<file path="src/rtl/pc_branch_ctrl.sv">
// Program counter and branch resolution: IDLE/RUN/DONE run framing, next-PC
// selection through a loadable branch-target table, and a saturating run-length counter.
module pc_branch_ctrl #(
    parameter int PC_W  = 10,
    parameter int LUT_W = 5,
    parameter int CNT_W = 16
) (
    input  logic             clk,
    input  logic             reset_n,
    input  logic             start,
    input  logic             halt_instr,
    input  logic             jump_en,
    input  logic             branch_en,
    input  logic             branch_flag,
    input  logic [LUT_W-1:0] target_idx,
    input  logic             lut_wr_en,
    input  logic [LUT_W-1:0] lut_wr_idx,
    input  logic [PC_W-1:0]  lut_wr_data,
    output logic [PC_W-1:0]  pc_out,
    output logic             fetch_en,
    output logic             branch_taken,
    output logic             done,
    output logic [CNT_W-1:0] cycle_count
);

    localparam int unsigned DEPTH = 2 ** LUT_W;

    typedef enum logic [1:0] {
        S_IDLE,
        S_RUN,
        S_DONE
    } state_t;

    state_t           state, state_nxt;
    logic [PC_W-1:0]  pc_nxt;
    logic [CNT_W-1:0] cnt_nxt;
    logic             taken_nxt;
    logic [PC_W-1:0]  lut [DEPTH];
    logic [PC_W-1:0]  lut_rd;

    assign lut_rd   = lut[target_idx];
    assign fetch_en = (state == S_RUN);
    assign done     = (state == S_DONE);

    always_comb begin
        state_nxt = state;
        pc_nxt    = pc_out;
        cnt_nxt   = cycle_count;
        taken_nxt = 1'b0;
        case (state)
            S_RUN: begin
                if (halt_instr) begin
                    state_nxt = S_DONE;
                end else begin
                    // jump and taken branch share the same table lookup
                    if (jump_en || (branch_en && branch_flag)) begin
                        pc_nxt    = lut_rd;
                        taken_nxt = 1'b1;
                    end else begin
                        pc_nxt = pc_out + PC_W'(1);
                    end
                    if (cycle_count != '1)
                        cnt_nxt = cycle_count + CNT_W'(1);
                end
            end
            default: begin
                if (start) begin
                    state_nxt = S_RUN;
                    pc_nxt    = '0;
                    cnt_nxt   = '0;
                end
            end
        endcase
    end

    always_ff @(posedge clk or negedge reset_n) begin
        if (!reset_n) begin
            state        <= S_IDLE;
            pc_out       <= '0;
            cycle_count  <= '0;
            branch_taken <= 1'b0;
        end else begin
            state        <= state_nxt;
            pc_out       <= pc_nxt;
            cycle_count  <= cnt_nxt;
            branch_taken <= taken_nxt;
        end
    end

    // Table is cleared by reset; the host reloads it before each program.
    always_ff @(posedge clk or negedge reset_n) begin
        if (!reset_n) begin
            for (int unsigned i = 0; i < DEPTH; i++)
                lut[i] <= '0;
        end else if (lut_wr_en && state != S_RUN) begin
            lut[lut_wr_idx] <= lut_wr_data;
        end
    end

endmodule

</file>
<file path="config.mk">
export PLATFORM = sky130hd
export DESIGN_NAME = pc_branch_ctrl
export DESIGN_NICKNAME = d
export VERILOG_FILES = /design/src/rtl/pc_branch_ctrl.sv
export SDC_FILE = /design/constraint.sdc
export NUM_CORES = 1
export LEC_CHECK = 0
export CAP_MARGIN = 20
export CELL_PAD_IN_SITES_DETAIL_PLACEMENT = 1
export CELL_PAD_IN_SITES_GLOBAL_PLACEMENT = 1
export CORE_UTILIZATION = 30
export CTS_CLUSTER_SIZE = 10
export DETAILED_ROUTE_END_ITERATION = 6
export GPL_TIMING_DRIVEN = 1
export PLACE_DENSITY = 0.49
export SYNTH_ARGS = -nofsm -noshare
export SYNTH_HDL_FRONTEND = slang
export SYNTH_SLANG_ARGS = --single-unit
</file>
<file path="constraint.sdc">
create_clock -name clk -period 5.35 [get_ports clk]
set_input_delay 1.07 -clock clk [delete_from_list [all_inputs] [get_ports clk]]
set_output_delay 1.07 -clock clk [all_outputs]
set_load 0.01 [all_outputs]
</file>
==> results.ini <==
[sta]
setup_viol = 0
worst_pin_slew_ps = 1112
setup_tns_ps = 0
max_slew_margin_pct = 25.50
fmax_ghz = 0.2916
hold_viol = 0
rsz0062_at_grt = no
min_period_ps = 3430
post-route-period-util_pct = 64.10
fin_skew_ps = 27.84
final_max_slew_viol_count = 0

[yosys]
synth_cell_type_count = 56
yosysSeqAreaShare_pct = 53.64
synth_ff_type = dfrtp_1
syn-cell-area_um2 = 16280
synth.ff_latch_count = 349
ys_async_sr_fraction_pct = 100.0
synth_fp_nets = 1128
synthCells = 1098
synth-edff-count = 0
yosys_warnings = 0
syn_avg_cell_area_um2 = 14.83

[clock_network]
cts_tree = yes
clk_pin_slew_ps = 50
cts_hold_buffers = 0
cts_buffer_depth = 3
cts_resized = 0
insertion_delay_ps = 570
post_cts_buffers = 0
cts_buffers = 43
clkSinkCount = 349
htree_levels = 2
cts-root-buf = clkbuf_16

[setup_path]
critical-path-top-delay-family = simple AND/OR/NAND/NOR gates
cp-start-kind = input port
path_buf_inv = 1
reg2reg_slack_ps = 2170
cp_cell_sequence = clkdlybuf4s50_1 -> nand4b_1 -> nor2_2 -> mux2_2
worstPathRequired_ps = 5800
cpPeakStageDelay_ps = 990
cp-end-kind = flop
worstPathArrival_ps = 3880
cp_max_fo = 10
crit_slowest_cell = nand4b_1
crit_type = input port to flop

[pwr]
cellLeakagePower_uw = 0.008219
ir_drop_v = 0.0001793
p_per_area_nw_per_um2 = 429.4

[global_routing]
antenna_found_initial = 1
grt_usage_pct = 17.86
grt_pass1_wl_um = 73590
grt_pass1_vias = 10633
overflow = 0
grt_max_degree = 108

[finish]
ff_latch_area_um2 = 8733
diodes = 0
nFillCells = 5514
final_util_pct = 35.01
area_growth_pct = 15.48
layout_common_cells = dfrtp_1, mux2_2, mux4_2, clkdlybuf4s50_1, clkbuf_16
multi_input_area_um2 = 7178
final_common_cell = dfrtp_1
drive_above_1_share_pct = 45.28
finalNetCount = 1175

[flow_run]
cap_violations = 0

[drt]
wl_per_cell_um = 25.49
vias = 9758
drt_iter0_markers = 467
ant_nets = 0
dr.pass1.iters = 4
via_per_inst = 5.241
drcViolationCount = 0
wirelength_um = 47460

[run_status]
status = finished clean

[die]
die_width_um = 235.0
die_h_um = 235.0
initial_core_util_pct = 30.32
core_area_um2 = 53710
dieArea_um2 = 55210
num_rows = 85
io_pins = 57

[placement]
finalWeightedCongestion = 0.7808
portBuffers = 56
dpl.hpwl_um = 30450

[min_path]
worstHoldPathType = input port to async pin

## registers in the layout (all words and copies together), names as in the netlist
register	cells
lut	320
pc_out	10
state	2
branch_taken	1
cycle_count	16
## power breakdown
| group | leakage (uW) | switching [uW] | internal, uW |
|---|---|---|---|
| Combinational | 0.00297 | 734 | 943 |
| Sequential | 0.00462 | 376 | 3310 |
| Clock | 0.000625 | 1120 | 1590 |
| Total | 0.00822 | 2230 | 5840 |
## final timing paths
path / start / endpoint / cells after the start
min reg2reg: lut[291]$_DFFE_PN0P_ / lut[291]$_DFFE_PN0P_ / 1
min in group clk: lut[291]$_DFFE_PN0P_ / lut[291]$_DFFE_PN0P_ / 1
max in group asynchronous: reset_n / lut[104]$_DFFE_PN0P_ / 2
max reg2reg: state[1]$_DFFE_PN0P_ / lut[68]$_DFFE_PN0P_ / 4
min: reset_n / lut[62]$_DFFE_PN0P_ / 1
max: lut_wr_idx[1] / lut[68]$_DFFE_PN0P_ / 4
## Yosys cell counts, drive strengths merged, types with 2 or more instances
| cell type | n | area share [%] |
|---|---|---|
| o22ai | 4 | 0.15 |
| dfrtp | 349 | 54 |
| a22o | 5 | 0.27 |
| clkbuf | 41 | 0.95 |
| nand3 | 13 | 0.40 |
| o21ai | 18 | 0.55 |
| nor3b | 4 | 0.22 |
| nand4b | 3 | 0.16 |
| o211ai | 3 | 0.14 |
| o221ai | 7 | 0.38 |
| inv | 5 | 0.12 |
| nand4 | 6 | 0.35 |
| nor4 | 2 | 0.077 |
| nand2b | 4 | 0.15 |
| nand2 | 32 | 0.74 |
| nor3 | 12 | 0.43 |
| mux4 | 80 | 11 |
| a22oi | 6 | 0.28 |
| or2 | 3 | 0.12 |
| a221o | 2 | 0.12 |
| a21o | 3 | 0.14 |
| xor2 | 4 | 0.22 |
| nor2 | 38 | 1.2 |
| mux2i | 15 | 0.92 |
| a2111oi | 4 | 0.22 |
| nand3b | 5 | 0.23 |
| or3 | 9 | 0.35 |
| and3 | 7 | 0.28 |
| mux2 | 327 | 23 |
| o31ai | 2 | 0.092 |
| and2 | 2 | 0.077 |
| a21oi | 23 | 0.73 |
| buf | 32 | 1.2 |
| nor2b | 5 | 0.19 |
| ha | 2 | 0.15 |
| a311oi | 3 | 0.16 |
| or4 | 8 | 0.37 |
## worst register-to-register path: stages (launching register included)
cell and delay [ps]:
dfrtp_1 390, nand2b_1 420, nand4b_1 960, nor2_2 880, mux2_2 410
## metrics by stage
| stage | hold WS, ps | total power, uW | std cells | area (um2) | worst slack (ps) |
|---|---|---|---|---|---|
| final | 495.4 | 8074 | 1862 | 18800 | 1920 |
| after global routing | 513.2 | 8523 | 1862 | 18800 | 1877 |
| after CTS | 502.4 | 8225 | 1862 | 18800 | 1929 |
| after detailed placement | 490.1 | 5442 | 1796 | 17530 | 1321 |
| after global placement | 482.4 | 5379 | 1796 | 17530 | 1364 |
| after floorplan | 473.9 | 4758 | 1098 | 16280 | 2674 |
## metal layers
| metal | routed length, um | vias up | GRT usage, % | part of all wire (%) |
|---|---|---|---|---|
| met1 | 23700 | 5322 | 27.16 | 50 |
| met4 | 709 | 0 | 4.506 | 1.5 |
| met3 | 1869 | 48 | 2.596 | 3.9 |
| li1 | - | 4222 | - | - |
| met2 | 21180 | 166 | 26.47 | 45 |
| met5 | 0 | - | 0 | 0 |
## final cells by class
type / instances / area share, %
flip-flops and latches: 349 / 46.45
multi-input cells: 671 / 38.18
clock buffers: 62 / 6.588
well taps: 696 / 4.632
repair buffers: 75 / 3.866
clock inverters: 4 / 0.1863
inverters: 5 / 0.09982
## logic make-up (layout without fill, tap and decap cells)
kind of cell               after synthesis  after routing  synth area share, %
buffers and inverters                   78            146                2.275
DFF                                    349            349                53.64
AOI/OAI and AO/OA                       87             87                3.573
and+or+nand+nor                        155            155                5.487
adders and majority gates                2              2               0.1537
muxes                                  422            422                34.60
xor gates and xnor gates                 5              5               0.2689
No activity file was read; power rests on OpenSTA's default activity.
